[src/rtl/xnor_tile_driver.sv]
`default_nettype none
// ============================================================================
// Module   : xnor_tile_driver
// Purpose  : Initiator/collector for one XNOR-popcount engine. For each
//            command it loads the engine weight register, streams pixel
//            vectors into the engine, and packs the returned 1-bit
//            activations LSB-first into OUT_WIDTH-bit output words.
// Revision : 1.0 - initial release
// ----------------------------------------------------------------------------
// Ports
//   clock, reset             : clock, synchronous active-high reset
//   cmd_valid/ready          : command handshake
//   cmd_weight, cmd_count    : weight vector and pixel count (0 is legal)
//   pix_valid/ready, pix_data: pixel vector stream
//   weight_wr, weight_in     : registered engine weight load
//   input_plugin, pixels_in  : registered engine pixel strobe/data
//   ready_in, result_in      : engine result (1 cycle after input_plugin)
//   out_valid/ready          : output word handshake
//   out_data, out_count      : packed activations, number of valid bits
//   out_last                 : final word of the command
//   busy                     : command in progress
//   err                      : sticky, result seen with nothing in flight
// ============================================================================
module xnor_tile_driver #(
    parameter int KERNEL_SIZE = 16,
    parameter int OUT_WIDTH   = 8,
    parameter int CNT_WIDTH   = 16
) (
    input  logic                           clock,
    input  logic                           reset,
    input  logic                           cmd_valid,
    output logic                           cmd_ready,
    input  logic [KERNEL_SIZE-1:0]         cmd_weight,
    input  logic [CNT_WIDTH-1:0]           cmd_count,
    input  logic                           pix_valid,
    output logic                           pix_ready,
    input  logic [KERNEL_SIZE-1:0]         pix_data,
    output logic                           weight_wr,
    output logic [KERNEL_SIZE-1:0]         weight_in,
    output logic                           input_plugin,
    output logic [KERNEL_SIZE-1:0]         pixels_in,
    input  logic                           ready_in,
    input  logic                           result_in,
    output logic                           out_valid,
    input  logic                           out_ready,
    output logic [OUT_WIDTH-1:0]           out_data,
    output logic [$clog2(OUT_WIDTH+1)-1:0] out_count,
    output logic                           out_last,
    output logic                           busy,
    output logic                           err
);

    localparam int FILL_W = $clog2(OUT_WIDTH + 1);
    localparam int IDX_W  = $clog2(OUT_WIDTH);
    localparam logic [FILL_W-1:0] FULL_FILL = FILL_W'(OUT_WIDTH);
    localparam logic [FILL_W:0]   SUM_LIMIT = (FILL_W + 1)'(OUT_WIDTH);

    typedef enum logic [1:0] {
        S_IDLE   = 2'd0,
        S_LOAD_W = 2'd1,
        S_STREAM = 2'd2,
        S_DRAIN  = 2'd3
    } state_t;

    state_t                   state_q, state_d;
    logic [CNT_WIDTH-1:0]     remaining_q, remaining_d;
    logic                     weight_wr_q, weight_wr_d;
    logic [KERNEL_SIZE-1:0]   weight_in_q, weight_in_d;
    logic                     input_plugin_q, input_plugin_d;
    logic [KERNEL_SIZE-1:0]   pixels_in_q, pixels_in_d;
    logic [FILL_W-1:0]        inflight_q, inflight_d;
    logic [FILL_W-1:0]        fill_q, fill_d;
    logic [OUT_WIDTH-1:0]     pack_q, pack_d;
    logic                     out_valid_q, out_valid_d;
    logic [OUT_WIDTH-1:0]     out_data_q, out_data_d;
    logic [FILL_W-1:0]        out_count_q, out_count_d;
    logic                     out_last_q, out_last_d;
    logic                     err_q, err_d;

    logic                     cmd_fire;
    logic                     pix_fire;
    logic                     capture;
    logic                     out_free;
    logic                     drain_done;
    logic                     emit;
    logic [FILL_W:0]          credit_sum;
    logic [FILL_W-1:0]        fill_base;
    logic [OUT_WIDTH-1:0]     pack_base;

    always_comb begin
        cmd_ready  = (state_q == S_IDLE);
        busy       = (state_q != S_IDLE);
        // Slots already committed to the current word: captured bits plus
        // results still in the engine pipeline.
        credit_sum = {1'b0, fill_q} + {1'b0, inflight_q};
        pix_ready  = (state_q == S_STREAM) && (remaining_q != '0) &&
                     (credit_sum < SUM_LIMIT);

        cmd_fire   = cmd_valid && cmd_ready;
        pix_fire   = pix_valid && pix_ready;
        capture    = ready_in && (inflight_q != '0);
        out_free   = !out_valid_q || out_ready;
        // Last word of a command: everything returned and something packed.
        // A full word at this point is the final word too (exact multiple).
        drain_done = (state_q == S_DRAIN) && (inflight_q == '0) && (fill_q != '0);
        emit       = out_free && ((fill_q == FULL_FILL) || drain_done);
    end

    always_comb begin
        state_d = state_q;
        case (state_q)
            S_IDLE: begin
                if (cmd_fire) begin
                    state_d = S_LOAD_W;
                end
            end
            S_LOAD_W: begin
                state_d = (remaining_q != '0) ? S_STREAM : S_IDLE;
            end
            S_STREAM: begin
                if (pix_fire && (remaining_q == CNT_WIDTH'(1))) begin
                    state_d = S_DRAIN;
                end
            end
            S_DRAIN: begin
                if ((inflight_q == '0) && ((fill_q == '0) || emit)) begin
                    state_d = S_IDLE;
                end
            end
            default: state_d = S_IDLE;
        endcase
    end

    always_comb begin
        weight_wr_d    = cmd_fire;
        weight_in_d    = cmd_fire ? cmd_weight : weight_in_q;
        input_plugin_d = pix_fire;
        pixels_in_d    = pix_fire ? pix_data : pixels_in_q;

        remaining_d = remaining_q;
        if (cmd_fire) begin
            remaining_d = cmd_count;
        end else if (pix_fire) begin
            remaining_d = remaining_q - CNT_WIDTH'(1);
        end

        inflight_d = inflight_q;
        if (pix_fire && !capture) begin
            inflight_d = inflight_q + FILL_W'(1);
        end else if (!pix_fire && capture) begin
            inflight_d = inflight_q - FILL_W'(1);
        end

        // On hand-off the packer restarts, so a result captured in the same
        // cycle becomes bit 0 of the next word.
        fill_base = emit ? '0 : fill_q;
        pack_base = emit ? '0 : pack_q;
        fill_d    = fill_base;
        pack_d    = pack_base;
        if (capture) begin
            pack_d[fill_base[IDX_W-1:0]] = result_in;
            fill_d                       = fill_base + FILL_W'(1);
        end

        out_valid_d = out_valid_q && !out_ready;
        out_data_d  = out_data_q;
        out_count_d = out_count_q;
        out_last_d  = out_last_q;
        if (emit) begin
            out_valid_d = 1'b1;
            out_data_d  = pack_q;
            out_count_d = fill_q;
            out_last_d  = drain_done;
        end

        err_d = err_q || (ready_in && (inflight_q == '0));
    end

    always_ff @(posedge clock) begin
        if (reset) begin
            state_q        <= S_IDLE;
            remaining_q    <= '0;
            weight_wr_q    <= 1'b0;
            weight_in_q    <= '0;
            input_plugin_q <= 1'b0;
            pixels_in_q    <= '0;
            inflight_q     <= '0;
            fill_q         <= '0;
            pack_q         <= '0;
            out_valid_q    <= 1'b0;
            out_data_q     <= '0;
            out_count_q    <= '0;
            out_last_q     <= 1'b0;
            err_q          <= 1'b0;
        end else begin
            state_q        <= state_d;
            remaining_q    <= remaining_d;
            weight_wr_q    <= weight_wr_d;
            weight_in_q    <= weight_in_d;
            input_plugin_q <= input_plugin_d;
            pixels_in_q    <= pixels_in_d;
            inflight_q     <= inflight_d;
            fill_q         <= fill_d;
            pack_q         <= pack_d;
            out_valid_q    <= out_valid_d;
            out_data_q     <= out_data_d;
            out_count_q    <= out_count_d;
            out_last_q     <= out_last_d;
            err_q          <= err_d;
        end
    end

    assign weight_wr    = weight_wr_q;
    assign weight_in    = weight_in_q;
    assign input_plugin = input_plugin_q;
    assign pixels_in    = pixels_in_q;
    assign out_valid    = out_valid_q;
    assign out_data     = out_data_q;
    assign out_count    = out_count_q;
    assign out_last     = out_last_q;
    assign err          = err_q;

endmodule
`default_nettype wire

[config.mk]
export PLATFORM = sky130hd
export DESIGN_NAME = xnor_tile_driver
export DESIGN_NICKNAME = d
export VERILOG_FILES = /design/src/rtl/xnor_tile_driver.sv
export SDC_FILE = /design/constraint.sdc
export NUM_CORES = 1
export LEC_CHECK = 0
export ABC_AREA = 1
export CAP_MARGIN = 30
export CORE_ASPECT_RATIO = 0.7
export CORE_MARGIN = 1
export CORE_UTILIZATION = 40
export CTS_CLUSTER_DIAMETER = 30
export CTS_CLUSTER_SIZE = 28
export DETAILED_ROUTE_END_ITERATION = 10
export PLACE_DENSITY = 0.69
export SYNTH_ARGS = -nofsm -noshare
export SYNTH_HDL_FRONTEND = slang
export SYNTH_SLANG_ARGS = --single-unit
[constraint.sdc]
create_clock -name clock -period 5.9 [get_ports clock]
set_input_delay 1.18 -clock clock [delete_from_list [all_inputs] [get_ports clock]]
set_output_delay 1.18 -clock clock [all_outputs]
set_load 0.02 [all_outputs]
==> results.cfg <==
[power]
total_power_mw = 2.23
leakage_nw = 2.06
p_int_mw = 1.34
ir_drop_uv = 248
pwr-share-comb_pct = 41.6
p_per_area_nw_per_um2 = 429
p_seq_share_pct = 34.4
p_sw_share_pct = 39.7
clock_power_share_pct = 24.1
p_switching_mw = 0.886

[timing]
setup_viol = 0
finalCritPeriodShare_pct = 60.9
hold_viol = 0
finalMaxSlewViolations = 0
rsz0062_at_grt = false
tns_ns = 0
fin_crit_ns = 3.59
tightest_slew_ns = 0.691
fin_skew_ns = 0.00356
timing.fmax_ghz = 0.278
slew_headroom_pct = 53.8

[drt]
dr.first_iter.drc_count = 286
avgViaCountPerCell = 5.01
first_pass_iters = 5
drc = 0
antenna_left = 0
avgRoutedWirePerCell_um = 13.3
vias = 3724
totalWireLength_mm = 9.87

[layout]
finalNetCount = 681
antennaDiodeCount = 0
n_fill_cell = 854
area_delta_synth_final_pct = 35.7
layout-drive-gt1-share_pct = 6.45

[clock_network]
cts_sinks = 83
hold_buffers = 0
post_cts_buffers = 0
cts.reportedPaths.clkPinSlew_ns = 0.06
clock_path_buffers = 2
worstSkewPairLatency_ns = 0.33
cts-resized-gates = 0
cts_buffers = 9
cts_tree = done
cts_max_level = 3
cts_root_buffer = clkbuf_16

[floorplanning]
die_h_um = 83.8
initial_core_util_pct = 41.7
dieArea_um2 = 9970
core-area_um2 = 9180
rows = 29
pin_count = 107
die_w_um = 119

[grt]
track_usage_pct = 20.6
grt_pass1_wl_mm = 16.3
first_global_vias = 3468
gr-total-overflow = 0
grt_use_met3_pct = 8.33
grt_busiest_layer = met2
globalRouteMet2Util_pct = 31.2
use_met1_pct = 26.8
grt_max_degree = 40
antenna_found_initial = 0

[critical_path]
worst-setup-path-type = primary input to flop
cp.required_ns = 6.16
start_kind = primary input
rr_worst_depth = 16
path_max_fanout = 25
end_kind = flop
arrival_ns = 3.86

[synth]
synthesis.instances = 520
synth_area_um2 = 3830
synth_cell_types = 36
ys_seq_area_share_pct = 43.4
synth.net_count = 585
ys_ff_latch = 83
avgSynthCellArea_um2 = 7.36
ys.warnings.count = 0

[worst_hold_path]
whs_path_depth = 2
min_path_type = flop to flop

[place]
port_buffers = 106
place_congestion = 0.855
place_hpwl_mm = 6.72

[run_status]
outcome = completed

[flow_run]
max-cap-violations = 0
worst paths after layout:
path | startpoint | slack, ns | to
worst min-delay path | err | 0.45 | err
worst max register to register | fill_q[3] | 2.55 | inflight_q[3]
worst min register to register | err | 0.45 | err
worst max-delay path | pix_valid | 2.31 | inflight_q[3]
per-stage QoR:
| stage | utilization [%] | instances | hold WS [ns] | instance area (um2) | worst slack (ns) |
|---|---|---|---|---|---|
| floorplan | - | 520 | 0.438 | 3830 | 3.04 |
| global placement | 53.4 | 729 | 0.446 | 4910 | 2.13 |
| detailed placement | 53.4 | 729 | 0.447 | 4910 | 1.97 |
| CTS | 56.6 | 744 | 0.456 | 5190 | 2.29 |
| global route | 56.6 | 744 | 0.473 | 5190 | 2.14 |
| finish | 56.6 | 744 | 0.453 | 5190 | 2.31 |
worst max-delay path, cell delays in order:
cell	delay [ns]
clkdlybuf4s50_1	0.53
nand3_4	0.29
inv_2	0.37
ha_1	0.25
inv_1	0.10
ha_1	0.33
and3_1	0.18
a211oi_1	0.25
xor2_1	0.18
nand2_1	0.06
a21oi_1	0.13
state kept, by name, summed over array words and instances (netlist names), 4 cells and up, named ones only:
| signal | flops |
|---|---|
| out_count | 4 |
| fill_q | 4 |
| inflight_q | 4 |
| weight_in | 16 |
| remaining_q | 16 |
| out_data | 8 |
| pack_q | 8 |
| pixels_in | 16 |
layout by cell type, fill, tap and decap left out, types with 2 or more instances in the layout:
cell,instances
nand2_1,118
clkdlybuf4s50_1,106
dfxtp_1,83
nor2_1,73
a21oi_1,51
o21ai_0,49
inv_1,38
nand3_1,15
ha_1,9
clkbuf_16,9
a31oi_1,8
xor2_1,7
nor3_1,7
nand4_1,5
nor2_4,4
nand2_2,4
inv_2,4
nor2_2,3
clkinvlp_4,3
clkbuf_8,3
nand2_4,2
o21ai_1,2
o211ai_1,2
xnor2_1,2
buf_4,2
synthesized netlist by cell type:
master	instances	area, um2
o211ai_1	2	15.0
o21ai_0	49	245
nand3_4	1	17.5
buf_4	2	15.0
fa_1	1	20.0
nor2_1	73	274
buf_1	1	3.75
nor3_1	7	35.0
nor2_4	4	45.0
nand3b_1	1	7.51
a211oi_2	1	12.5
a211oi_1	1	7.51
buf_6	7	78.8
nand2_1	118	443
nor2_2	3	18.8
nand2_2	4	25.0
o21ai_1	2	10.0
nand2_4	2	22.5
and3_1	1	6.26
nor4_2	1	12.5
a31oi_1	8	50.1
nor3b_2	1	12.5
nand3_2	1	10.0
nand4_1	5	31.3
clkbuf_1	8	30.0
dfxtp_1	83	1660
o22ai_1	1	6.26
xnor2_1	2	17.5
a21oi_1	51	255
inv_1	38	143
xor2_1	7	61.3
ha_1	9	113
or2_2	1	6.26
inv_2	4	15.0
nand3_1	15	75.1
buf_2	5	25.0
cell type report:
type	instances	area, um2	area share (%)
Clock buffer	12	267	5.13
Clock inverter	3	22.5	0.434
Inverter	42	158	3.03
Multi-Input combinational cell	372	1860	35.7
Sequential cell	83	1660	32.0
Tap cell	124	155	2.99
Timing Repair Buffer	108	1080	20.7
cells by family (layout without fill, tap and decap cells):
family / Yosys count / in the layout / share of synthesized area [%]
adder cells (fa/ha/maj): 10 / 10 / 3.47
buffers and inverters: 65 / 165 / 8.11
flip-flops: 83 / 83 / 43.4
AND/OR/NAND/NOR: 238 / 238 / 27.2
AO/OA/AOI/OAI: 115 / 115 / 15.7
XOR/XNOR: 9 / 9 / 2.06
per-layer routing:
metal	wire (um)	vias up
met2	4130	136
met1	4700	1698
li1	-	1879
met3	914	11
met4	121	0
met5	0	-
power by group through the flow:
stage / clock network, mW / logic, mW / registers (mW)
final: 0.536 / 0.927 / 0.766
after global routing: 0.575 / 1.03 / 0.785
after CTS: 0.553 / 0.928 / 0.765
after detailed placement: 0 / 0.917 / 0.773
after global placement: 0 / 0.892 / 0.769
after floorplan: 0 / 0.609 / 0.820
No activity file was read; power rests on OpenSTA's default activity.
